`config.mk`:
```
export PLATFORM = sky130hd
export DESIGN_NAME = dmem_access_unit
export DESIGN_NICKNAME = d
export VERILOG_FILES = /design/src/rtl/dmem_access_unit.sv
export SDC_FILE = /design/constraint.sdc
export NUM_CORES = 1
export LEC_CHECK = 0
export CAP_MARGIN = 20
export CORE_MARGIN = 2
export CORE_UTILIZATION = 54
export CTS_CLUSTER_DIAMETER = 200
export DETAILED_ROUTE_END_ITERATION = 10
export DONT_BUFFER_PORTS = 1
export PLACE_DENSITY = 0.69
export SYNTH_ARGS = -nofsm -noshare
export SYNTH_HDL_FRONTEND = slang
export SYNTH_SLANG_ARGS = --single-unit
```
`constraint.sdc`:
```
create_clock -name clk_i -period 3.85 [get_ports clk_i]
set_input_delay 0.5775 -clock clk_i [delete_from_list [all_inputs] [get_ports clk_i]]
set_output_delay 0.5775 -clock clk_i [all_outputs]
set_load 0.01 [all_outputs]
```
`src/rtl/dmem_access_unit.sv`:
```
// Load/store unit between the core and a handshaked word-wide data memory.
// Decodes funct3 into lane enables and load extension, and stalls the core until the memory acks or times out.
module dmem_access_unit #(
    parameter int unsigned ADDR_W      = 10,
    parameter int unsigned TIMEOUT_CYC = 255
) (
    input  logic              clk_i,
    input  logic              rst_i,
    input  logic              rd_i,
    input  logic              wr_i,
    input  logic [31:0]       addr_i,
    input  logic [31:0]       wdata_i,
    input  logic [2:0]        funct3_i,
    output logic              stall_o,
    output logic [31:0]       rdata_o,
    output logic              misalign_o,
    output logic              timeout_o,
    output logic              mem_req_o,
    output logic              mem_we_o,
    output logic [ADDR_W-1:0] mem_addr_o,
    output logic [3:0]        mem_be_o,
    output logic [31:0]       mem_wdata_o,
    input  logic              mem_ack_i,
    input  logic [31:0]       mem_rdata_i
);
    localparam int unsigned      CNT_W    = 8;
    localparam logic [CNT_W-1:0] CNT_LAST = CNT_W'(TIMEOUT_CYC - 1);

    typedef enum logic [1:0] {S_IDLE, S_WAIT, S_DONE} state_t;

    state_t           state;
    logic [CNT_W-1:0] cnt;
    logic [2:0]       lat_f3;
    logic [1:0]       lat_lo;

    logic        req;
    logic        aligned;
    logic [3:0]  be_c;
    logic [31:0] wdata_rep;
    logic [15:0] lane;
    logic [31:0] load_ext;

    // Address bits above the word index wrap and are deliberately ignored.
    logic unused_addr;
    assign unused_addr = ^addr_i[31:ADDR_W+2];

    // Request decode: size from funct3[1:0], lane enables and replicated store data.
    always_comb begin
        req       = rd_i | wr_i;
        aligned   = 1'b1;
        be_c      = 4'b1111;
        wdata_rep = wdata_i;
        case (funct3_i[1:0])
            2'b00: begin
                be_c      = 4'b0001 << addr_i[1:0];
                wdata_rep = {4{wdata_i[7:0]}};
            end
            2'b01: begin
                aligned   = ~addr_i[0];
                be_c      = addr_i[1] ? 4'b1100 : 4'b0011;
                wdata_rep = {2{wdata_i[15:0]}};
            end
            default: aligned = (addr_i[1:0] == 2'b00);
        endcase
    end

    // Lane select and sign/zero extension of the returned word.
    always_comb begin
        lane     = 16'(mem_rdata_i >> {lat_lo, 3'b000});
        load_ext = mem_rdata_i;
        case (lat_f3[1:0])
            2'b00:   load_ext = lat_f3[2] ? {24'd0, lane[7:0]} : {{24{lane[7]}}, lane[7:0]};
            2'b01:   load_ext = lat_f3[2] ? {16'd0, lane} : {{16{lane[15]}}, lane};
            default: load_ext = mem_rdata_i;
        endcase
    end

    assign stall_o    = (state == S_WAIT) || ((state == S_IDLE) && req && aligned);
    assign misalign_o = (state == S_IDLE) && req && !aligned;
    assign timeout_o  = (state == S_WAIT) && !mem_ack_i && (cnt == CNT_LAST);

    always_ff @(posedge clk_i) begin
        if (rst_i) begin
            state       <= S_IDLE;
            cnt         <= '0;
            lat_f3      <= '0;
            lat_lo      <= '0;
            rdata_o     <= '0;
            mem_req_o   <= 1'b0;
            mem_we_o    <= 1'b0;
            mem_addr_o  <= '0;
            mem_be_o    <= '0;
            mem_wdata_o <= '0;
        end else begin
            case (state)
                S_IDLE: begin
                    if (req && aligned) begin
                        mem_we_o    <= wr_i;
                        mem_addr_o  <= addr_i[ADDR_W+1:2];
                        mem_be_o    <= be_c;
                        mem_wdata_o <= wdata_rep;
                        lat_f3      <= funct3_i;
                        lat_lo      <= addr_i[1:0];
                        cnt         <= '0;
                        mem_req_o   <= 1'b1;
                        state       <= S_WAIT;
                    end
                end
                S_WAIT: begin
                    // An ack in the final cycle takes priority over the timeout.
                    if (mem_ack_i) begin
                        rdata_o   <= load_ext;
                        mem_req_o <= 1'b0;
                        state     <= S_DONE;
                    end else if (cnt == CNT_LAST) begin
                        rdata_o   <= '0;
                        mem_req_o <= 1'b0;
                        state     <= S_DONE;
                    end else begin
                        cnt <= cnt + CNT_W'(1);
                    end
                end
                S_DONE:  state <= S_IDLE;
                default: state <= S_IDLE;
            endcase
        end
    end
endmodule

```
* Yosys cells after proc, flatten, opt, wreduce, memory -nomap -nowiden *
Index checks and enable logic that the tools add are counted.

cells by class
  add/sub/neg operators = 1
  eq/ne operators = 8
  shift operators = 2
  multiplexer cells = 21
  bitwise operators = 2
  reduce and logical (&&, ||, !) cells = 20

operators by type and width
  kind                                                               number
  32-bit 2-to-1 mux                                                  4
  32-bit one-hot mux with 2 select lines                             2
  32-bit by 5-bit right shift with 16-bit output                     1
  8-bit 2-to-1 mux                                                   3
  8-bit one-hot mux with 2 select lines                              1
  8-bit by 1-bit adder with 8-bit output, second input constant      1
  8-bit == test, second input constant                               1
  2-bit logical NOT                                                  4
  4-bit one-hot mux with 2 select lines                              1
  2-bit by 1-bit == test with 1-bit output, second input constant    3
  1-bit logical AND                                                  6
  2-bit 2-to-1 mux                                                   3
  2-bit AND reduction                                                3
  4-bit 2-to-1 mux                                                   1
  2-bit != test, second input constant                               2
  1-bit one-hot mux with 2 select lines                              2
  2-bit one-hot mux with 2 select lines                              1
  4-bit AND reduction                                                1
  2-bit nonzero test                                                 2
  1-bit by 2-bit left shift with 4-bit output, first input constant  1
  1-bit 2-to-1 mux                                                   3
  3-bit by 2-bit != test with 1-bit output, second input constant    1
  3-bit AND reduction                                                1
  1-bit logical NOT                                                  2
  other kinds (4)                                                    4

word-level totals
  bits in registers = 95
  output and inout bits = 83
  logic and storage cells = 64

* Depth between registers and ports, before layout *
Gate-level depths: netlist of the first run.

  depth after elaboration = 5
  mapped depth = 7
  gate-level depth less buffers = 6

* Least setup slack after synthesis of the first run *
OpenSTA, ideal clock, no wires.

  path type = input port to output port
  from = input port wr_i
  to = output port stall_o
  data arrival time = 1473 ps
  required time = 3273 ps
  slack = 1800 ps
  stages = 4
  path through = or2_2 > nand4_1 > clkbuf_1 > nand2_1

on the way
  word-level cells in the longest chain between the ends = 4

ends and longest elaborated chain
  element                          line  source
  from (decl)                      10    input logic wr_i,
  1-bit OR                         49    req = rd_i | wr_i;
  1-bit logical AND (2 in series)  78    assign stall_o = (state == S_WAIT) || ((state == S_IDLE) && req && aligned);
  1-bit logical OR                 78
  to (decl)                        14    output logic stall_o,

No other way between the ends.

* Worst setup path in the final report of the first run *
  from = register lat_lo[1]
  to = register rdata_o[22]

on the way
  word-level cells in the longest chain between the ends = 4
  elaborated cells between the ends (all ways) = 5

ends and longest elaborated chain
  element                                             line    source
  from (decl)                                         34      logic [1:0] lat_lo;
  from (signal assigned)                              103     lat_lo <= addr_i[1:0];
  32-bit by 5-bit right shift with 16-bit output (*)  69      lane = 16'(mem_rdata_i >> {lat_lo, 3'b000});
  32-bit 2-to-1 mux, on equally long branches         73, 72
  32-bit one-hot mux with 2 select lines (*)          71      case (lat_f3[1:0])
  32-bit 2-to-1 mux (*)                               111     if (mem_ack_i) begin
  to (signal assigned)                                112     rdata_o <= load_ext;
  to (decl)                                           15      output logic [31:0] rdata_o,

Mark *: on every way between the ends. The rest lies on a longest branch, timed or not.
A chain may end at the register's enable or synchronous reset.

==> metrics.md, run 1 <==
| Metric | Value |
|---|---|
| Status | `complete, no violations` |
| Largest net degree at the start of global routing | `60` |
| Pwr dens | `454.8 nW/um2` |
| Most frequent cells in the layout | `dfxtp_1 (95), nand2_1 (89), a21oi_1 (42)` |
| First-pass GRT wire length | `17860 um` |
| Initial antenna violation count | `0` |
| Tcrit/Tclk final | `75.58%` |
| Vias/cell | `6.191` |
| Hold Fails Final Rpt | `0` |
| Cell Area, Synth | `4288 um2` |
| Period minus WS final | `2.910 ns` |
| Post-synth top area share | `44.35%` |
| End point of the critical path | `rdata_o[22]` |
| Largest family of logic cells by synthesized area | `compound AO/OA/AOI/OAI gates` |
| Slew Viols, Final | `0` |
| Setup violators final | `0` |
| Routed Antenna Nets | `0` |
| Required @ worst endpoint | `4.15 ns` |
| Max IR drop VDD | `0.2343 mV` |
| Worst-Margin Slew | `1.065 ns` |
| Crit. path cell count | `4` |
| PostCTS Resize Cnt | `0` |
| Worst reg2reg path depth | `4` |
| Initial cell density of the core | `55.49%` |
| FF-to-FF End | `rdata_o[22]` |
| Logic gate share of total power | `11.7%` |
| Fin util | `57.95%` |
| GR Util met1 | `30.28%` |
| Post-synth EDFFs | `0` |
| Filler cell count | `719` |
| Die Span X | `93.11 um` |
| Boundary pin count | `187` |
| Placer Congestion | `0.8207` |
| Synth Flop Type | `dfxtp_1` |
| GR peak layer | `met2` |
| Initial DRT Pass Iterations | `4` |
| Avg Cell Area, Syn | `8.733 um2` |
| Number of synthesized register bits | `95` |
| TritonCTS Sinks | `95` |
| Nets | `570` |
| Synth Area in XOR/XNOR | `0%` |
| Synth Area in Adders | `0.5836%` |
| Fmax | `343.7 MHz` |
| # diodes | `0` |
| Register area share after synthesis | `44.35%` |
| Switching portion of total power | `28.06%` |
| Worst-Skew Late Latency | `0.36 ns` |
| TritonCTS clock tree | `yes` |
| Critical Path Source | `lat_lo[1]` |
| Most common cell after layout, fill and taps aside | `dfxtp_1` |
| Vias in the first global route | `3416` |
| Gr ovfl total | `0` |
| Synth area leader | `dfxtp_1` |
| Clock Path Buffers | `2` |
| Core Region | `7727 um2` |
| Synth cell types | `45` |
| Post-DR wirelength/cell | `19.65 um` |
| Worst Setup Start Kind | `flop` |
| RR Startpoint | `lat_lo[1]` |
| Psw | `0.5714 mW` |
| Die area | `8669 um2` |
| Critical-path cell list | `nor2b_1 > a2bb2oi_1 > a2111oi_4 > a221o_1` |
| Worst rel slew slack | `28.89%` |
| CTS HTree Levels | `3` |
| Grt met2 use | `42.81%` |
| Net Count, Synth | `597` |
| Max FO, Critical Path | `26` |
| Int Power | `1.465 mW` |
| Share of post-route cells with drive strength above 1 | `5.757%` |
| Die H | `93.11 um` |
| Crit path DAT | `3.21 ns` |
| DR vias | `3535` |
| Initial drt markers | `145` |
| Synth Instances | `491` |
| Sequential power share | `55.7%` |
| Slowest cell delay on critical path | `0.93 ns` |
| DRT Wirelength | `11220 um` |
| CP bufs+invs | `0` |
| Synth top area cells | `dfxtp_1 (44%), nand2_1 (7.8%), mux2i_1 (7.5%)` |
| Setup Buffers After CTS | `0` |
| Synth warnings | `0` |
| Slowest cell on crit path | `a2111oi_4` |
| Leakage | `1.620 nW` |
| Setup TNS | `0 ns` |
| Ys async rst share | `0%` |
| Synth-to-layout area growth | `4.435%` |
| Critical path class | `flop to flop` |
| Global Route Usage Sum | `26.12%` |
| Synth Area in Compound Gates | `26.85%` |
| Cts hold-fix bufs | `0` |
| Worst-path clk slew | `0.09 ns` |
| Total CTS buffers | `9` |
| Routing usage on met3 | `10.07%` |
| Clock power frac | `32.6%` |
| Port Buf Inserts | `0` |
| Synth Area in Simple Gates | `14.39%` |
| CP Capture Type | `flop` |
| HPWL Detailed | `7997 um` |
| MaxCap Viol Count | `0` |
| HP Class | `input port to flop` |
| Crit path max-delay family | `compound AO/OA/AOI/OAI gates` |
| Setup slack, reg-to-reg | `0.94 ns` |
| Clock root cell | `clkbuf_8` |
| Row Count | `32` |
| Clk_skew | `0.007273 ns` |
| # DRC | `0` |
| Mux contribution to synthesized area | `7.995%` |
| Unrepaired setup endpoints after global routing | `false` |
==> cell families (layout without fill, tap and decap cells) <==
family	after synthesis	in the layout
AO/OA/AOI/OAI	158	158
AND/OR/NAND/NOR	143	143
flip-flops	95	95
buffers and inverters	60	38
multiplexers	33	33
adder cells (fa/ha/maj)	2	2
==> final cells by class <==
| type | instances | area (um2) | area share (%) |
|---|---|---|---|
| Inverter | 19 | 71.32 | 1.593 |
| Timing Repair Buffer | 3 | 35.03 | 0.7823 |
| Sequential cell | 95 | 1902 | 42.47 |
| Multi-Input combinational cell | 336 | 2143 | 47.86 |
| Clock inverter | 5 | 57.56 | 1.285 |
| Tap cell | 102 | 127.6 | 2.850 |
| Clock buffer | 11 | 141.4 | 3.157 |
==> registers in the layout (all words and copies together), names as in the netlist, 2 cells and up <==
| signal | flops |
|---|---|
| rdata_o | 32 |
| lat_f3 | 3 |
| lat_lo | 2 |
| state | 2 |
| mem_be_o | 4 |
| mem_addr_o | 10 |
| cnt | 8 |
| mem_wdata_o | 32 |
==> how the worst min path moves through the flow <==
stage	from	to	slack (ns)	cells after the start
floorplan	cnt[7]	cnt[7]	0.44	2
finish	rst_i	mem_be_o[0]	0.28	1
global route	rst_i	mem_wdata_o[15]	0.26	1
detailed placement	cnt[5]	cnt[5]	0.46	2
CTS	rst_i	mem_wdata_o[17]	0.27	1
global placement	cnt[5]	cnt[5]	0.45	2
==> cell usage after synthesis, types with 8 or more instances <==
cell type	instances
buf_2	11
a2bb2oi_1	8
a211oi_1	17
a221o_1	23
clkbuf_1	24
dfxtp_1	95
inv_1	18
nand2b_1	9
o21ai_0	18
nand2_1	89
nor2_1	24
mux2i_1	32
a21oi_1	42
o211ai_1	9
a311oi_1	16
==> power by group through the flow <==
stage / logic (mW) / registers [mW] / clock network (mW)
6_report: 0.237 / 1.13 / 0.665
5_1_grt: 0.269 / 1.14 / 0.726
4_1_cts: 0.239 / 1.14 / 0.677
3_5_place_dp: 0.238 / 1.16 / 0
3_3_place_gp: 0.230 / 1.16 / 0
2_1_floorplan: 0.223 / 1.13 / 0
==> per-stage QoR <==
| stage | cell area [um2] | setup WS [ns] | power, mW | instances | hold slack (ns) |
|---|---|---|---|---|---|
| floorplan | 4288 | 1.800 | 1.352 | 491 | 0.4382 |
| global placement | 4279 | 1.108 | 1.385 | 555 | 0.4534 |
| detailed placement | 4279 | 1.007 | 1.396 | 555 | 0.4569 |
| CTS | 4478 | 0.9913 | 2.052 | 571 | 0.2660 |
| global route | 4478 | 0.7607 | 2.139 | 571 | 0.2555 |
| finish | 4478 | 0.9402 | 2.037 | 571 | 0.2824 |
==> metal layers <==
layer | wire, um | vias up
met4 | 320 | 0
met2 | 5432 | 145
met3 | 1112 | 19
met1 | 4357 | 1644
met5 | 0 | -
li1 | - | 1727
Power figures use the tool's default switching activity.
==> inputs of run 2 (changes only) <==
==> constraint.sdc (replaced) <==
create_clock -name clk_i -period 2.9 [get_ports clk_i]
set_input_delay 0.435 -clock clk_i [delete_from_list [all_inputs] [get_ports clk_i]]
set_output_delay 0.435 -clock clk_i [all_outputs]
set_load 0.01 [all_outputs]
==> run 2 against run 1 <==
- utilization up 0.32 points
- global-route usage fell by 0.67 points
- combinational power grew 39%
- non-clock buffer count is 4 higher
- die area did not move
- design area up 0.56%
- worst hold slack got worse by 0.13 ns
- largest cell class unchanged
==> metrics.md, run 2 (same netlist as run 1, synthesis figures left out) <==
| Metric | Value |
|---|---|
| Leakage | `1.649 nW (+1.8%)` |
| Worst-Skew Late Latency | `0.35 ns (about the same)` |
| Setup TNS | `0 ns (unchanged)` |
| Crit path DAT | `2.29 ns (-0.92 ns)` |
| Setup violators final | `0 (unchanged)` |
| Clock power frac | `32.2% (-0.4 points)` |
| Vias/cell | `6.188 (about the same)` |
| Boundary pin count | `187 (unchanged)` |
| # DRC | `0 (unchanged)` |
| Biggest regs | `mem_wdata_o: 32 flops, rdata_o: 32 flops, mem_addr_o: 10 flops` |
| # diodes | `0 (unchanged)` |
| Cts hold-fix bufs | `0 (unchanged)` |
| Int Power | `1.929 mW (+32%)` |
| Nets | `574 (+0.70%)` |
| TritonCTS clock tree | `yes` |
| Required @ worst endpoint | `3.14 ns (-1.01 ns)` |
| TritonCTS Sinks | `95 (unchanged)` |
| PostCTS Resize Cnt | `0 (unchanged)` |
| Hold Fails Final Rpt | `0 (unchanged)` |
| Cells after DPL | `559 (+0.72%)` |
| Vias in the first global route | `3360 (-1.6%)` |
| Final hold slack | `0.1548 ns (-0.1276 ns)` |
| Worst rel slew slack | `34.28% (+5.4 points)` |
| Clk_skew | `0.01193 ns (+0.004660 ns)` |
| Clock Path Buffers | `2 (unchanged)` |
| Synth-to-layout area growth | `5.019%` |
| Most frequent cells in the layout | `dfxtp_1 (95), nand2_1 (89), a21oi_1 (42)` |
| CTS HTree Levels | `3 (unchanged)` |
| Logic gate share of total power | `12.2% (+0.5 points)` |
| Die Span X | `93.11 um (unchanged)` |
| Initial antenna violation count | `0 (unchanged)` |
| DRT Wirelength | `11160 um (-0.57%)` |
| CP Capture Type | `flop` |
| Switching portion of total power | `28.20% (+0.14 points)` |
| Total CTS buffers | `9 (unchanged)` |
| Worst Setup Start Kind | `flop` |
| Fmax | `487.5 MHz (+42%)` |
| Pwr dens | `596.8 nW/um2 (+31%)` |
| Layout Cells excl Fill | `574 (+0.53%)` |
| Initial DRT Pass Iterations | `5 (+1)` |
| Port Buf Inserts | `0 (unchanged)` |
| MaxCap Viol Count | `0 (unchanged)` |
| Post-DR wirelength/cell | `19.44 um (-1.1%)` |
| Most common cell after layout, fill and taps aside | `dfxtp_1` |
| Period minus WS final | `2.051 ns (-0.8584 ns)` |
| Worst-path clk slew | `0.09 ns (about the same)` |
| Status | `complete, no violations` |
| Max FO, Critical Path | `24 (-7.7%)` |
| Max IR drop VDD | `0.3015 mV (+29%)` |
| Filler cell count | `722 (+0.42%)` |
| Core Region | `7727 um2 (unchanged)` |
| Initial cell density of the core | `55.49% (unchanged)` |
| Initial drt markers | `129 (-11%)` |
| Worst-Margin Slew | `0.9730 ns (-0.09216 ns)` |
| Share of post-route cells with drive strength above 1 | `6.568% (+0.81 points)` |
| DR vias | `3552 (+0.48%)` |
| Die H | `93.11 um (unchanged)` |
| Total power | `2.687 mW (+32%)` |
| Sequential power share | `55.6% (about the same)` |
| Multi-input logic area | `2143 um2 (unchanged)` |
| Psw | `0.7577 mW (+33%)` |
| Critical path class | `flop to flop` |
| Largest net degree at the start of global routing | `62 (+3.3%)` |
| Clock root cell | `clkbuf_8` |
| Fin util | `58.27% (+0.32 points)` |
| HP Class | `input port to flop` |
| Tcrit/Tclk final | `70.74% (-4.8 points)` |
| Setup Buffers After CTS | `0 (unchanged)` |
| Routed Antenna Nets | `0 (unchanged)` |
| Global Route Usage Sum | `25.45% (-0.67 points)` |
| Slew Viols, Final | `0 (unchanged)` |
| Placer Congestion | `0.7910 (-3.6%)` |
| Unrepaired setup endpoints after global routing | `false` |
| First-pass GRT wire length | `17390 um (-2.6%)` |
| Gr ovfl total | `0 (unchanged)` |
| Die area | `8669 um2 (unchanged)` |
| HPWL Detailed | `8016 um (+0.24%)` |
| Row Count | `32 (unchanged)` |
| Register area | `1902 um2 (unchanged)` |
## run 2: changes by cell type in the layout (fill, tap and decap cells not counted), sizes merged
cell / previous run / this run
clkinvlp: 3 / 0
clkinv: 2 / 4
inv: 18 / 20
clkbuf: 11 / 9
buf: 3 / 7
## run 2: worst paths after layout
check	end	cells after the start	start	slack, ns
max	rdata_o[27]	6	lat_lo[0]	0.85
min	cnt[1]	1	rst_i	0.15
max reg2reg	rdata_o[27]	6	lat_lo[0]	0.85
min reg2reg	cnt[7]	2	cnt[7]	0.47
## run 2: worst max-delay path, cell delays in order (launching register included)
cell       delay (ns)
dfxtp_1          0.40
buf_4            0.32
mux2i_1          0.25
a2bb2oi_1        0.34
a2111oi_4        0.12
buf_4            0.22
a221o_1          0.28
## run 2: cell type report
cell class	instances	share of cell area, %
clock inverter	6	1.556
sequential	95	42.23
timing repair buffer	7	1.445
inverter	19	1.584
clock buffer	9	2.751
tap	102	2.834
multi-input combinational	336	47.60
## run 2: stage by stage
step	setup WS, ns	cell area (um2)
finish	0.8486	4503
global route	0.7062	4503
floorplan	1.049	4288
CTS	0.8391	4503
global placement	0.9604	4309
detailed placement	0.8533	4309
## run 2: routing by layer
metal	up-vias	wire [um]	global-route usage, %
met5	-	0	0
met4	0	310	11.27
met3	21	1053	9.670
met2	139	5511	41.91
met1	1652	4284	29.45
li1	1740	-	-
## run 2: power by group through the flow
stage / logic, mW / registers (mW) / clock network (mW)
4_1_cts: 0.332 / 1.50 / 0.884
6_report: 0.329 / 1.49 / 0.864
2_1_floorplan: 0.297 / 1.50 / 0
3_5_place_dp: 0.332 / 1.53 / 0
3_3_place_gp: 0.321 / 1.52 / 0
5_1_grt: 0.374 / 1.51 / 0.952
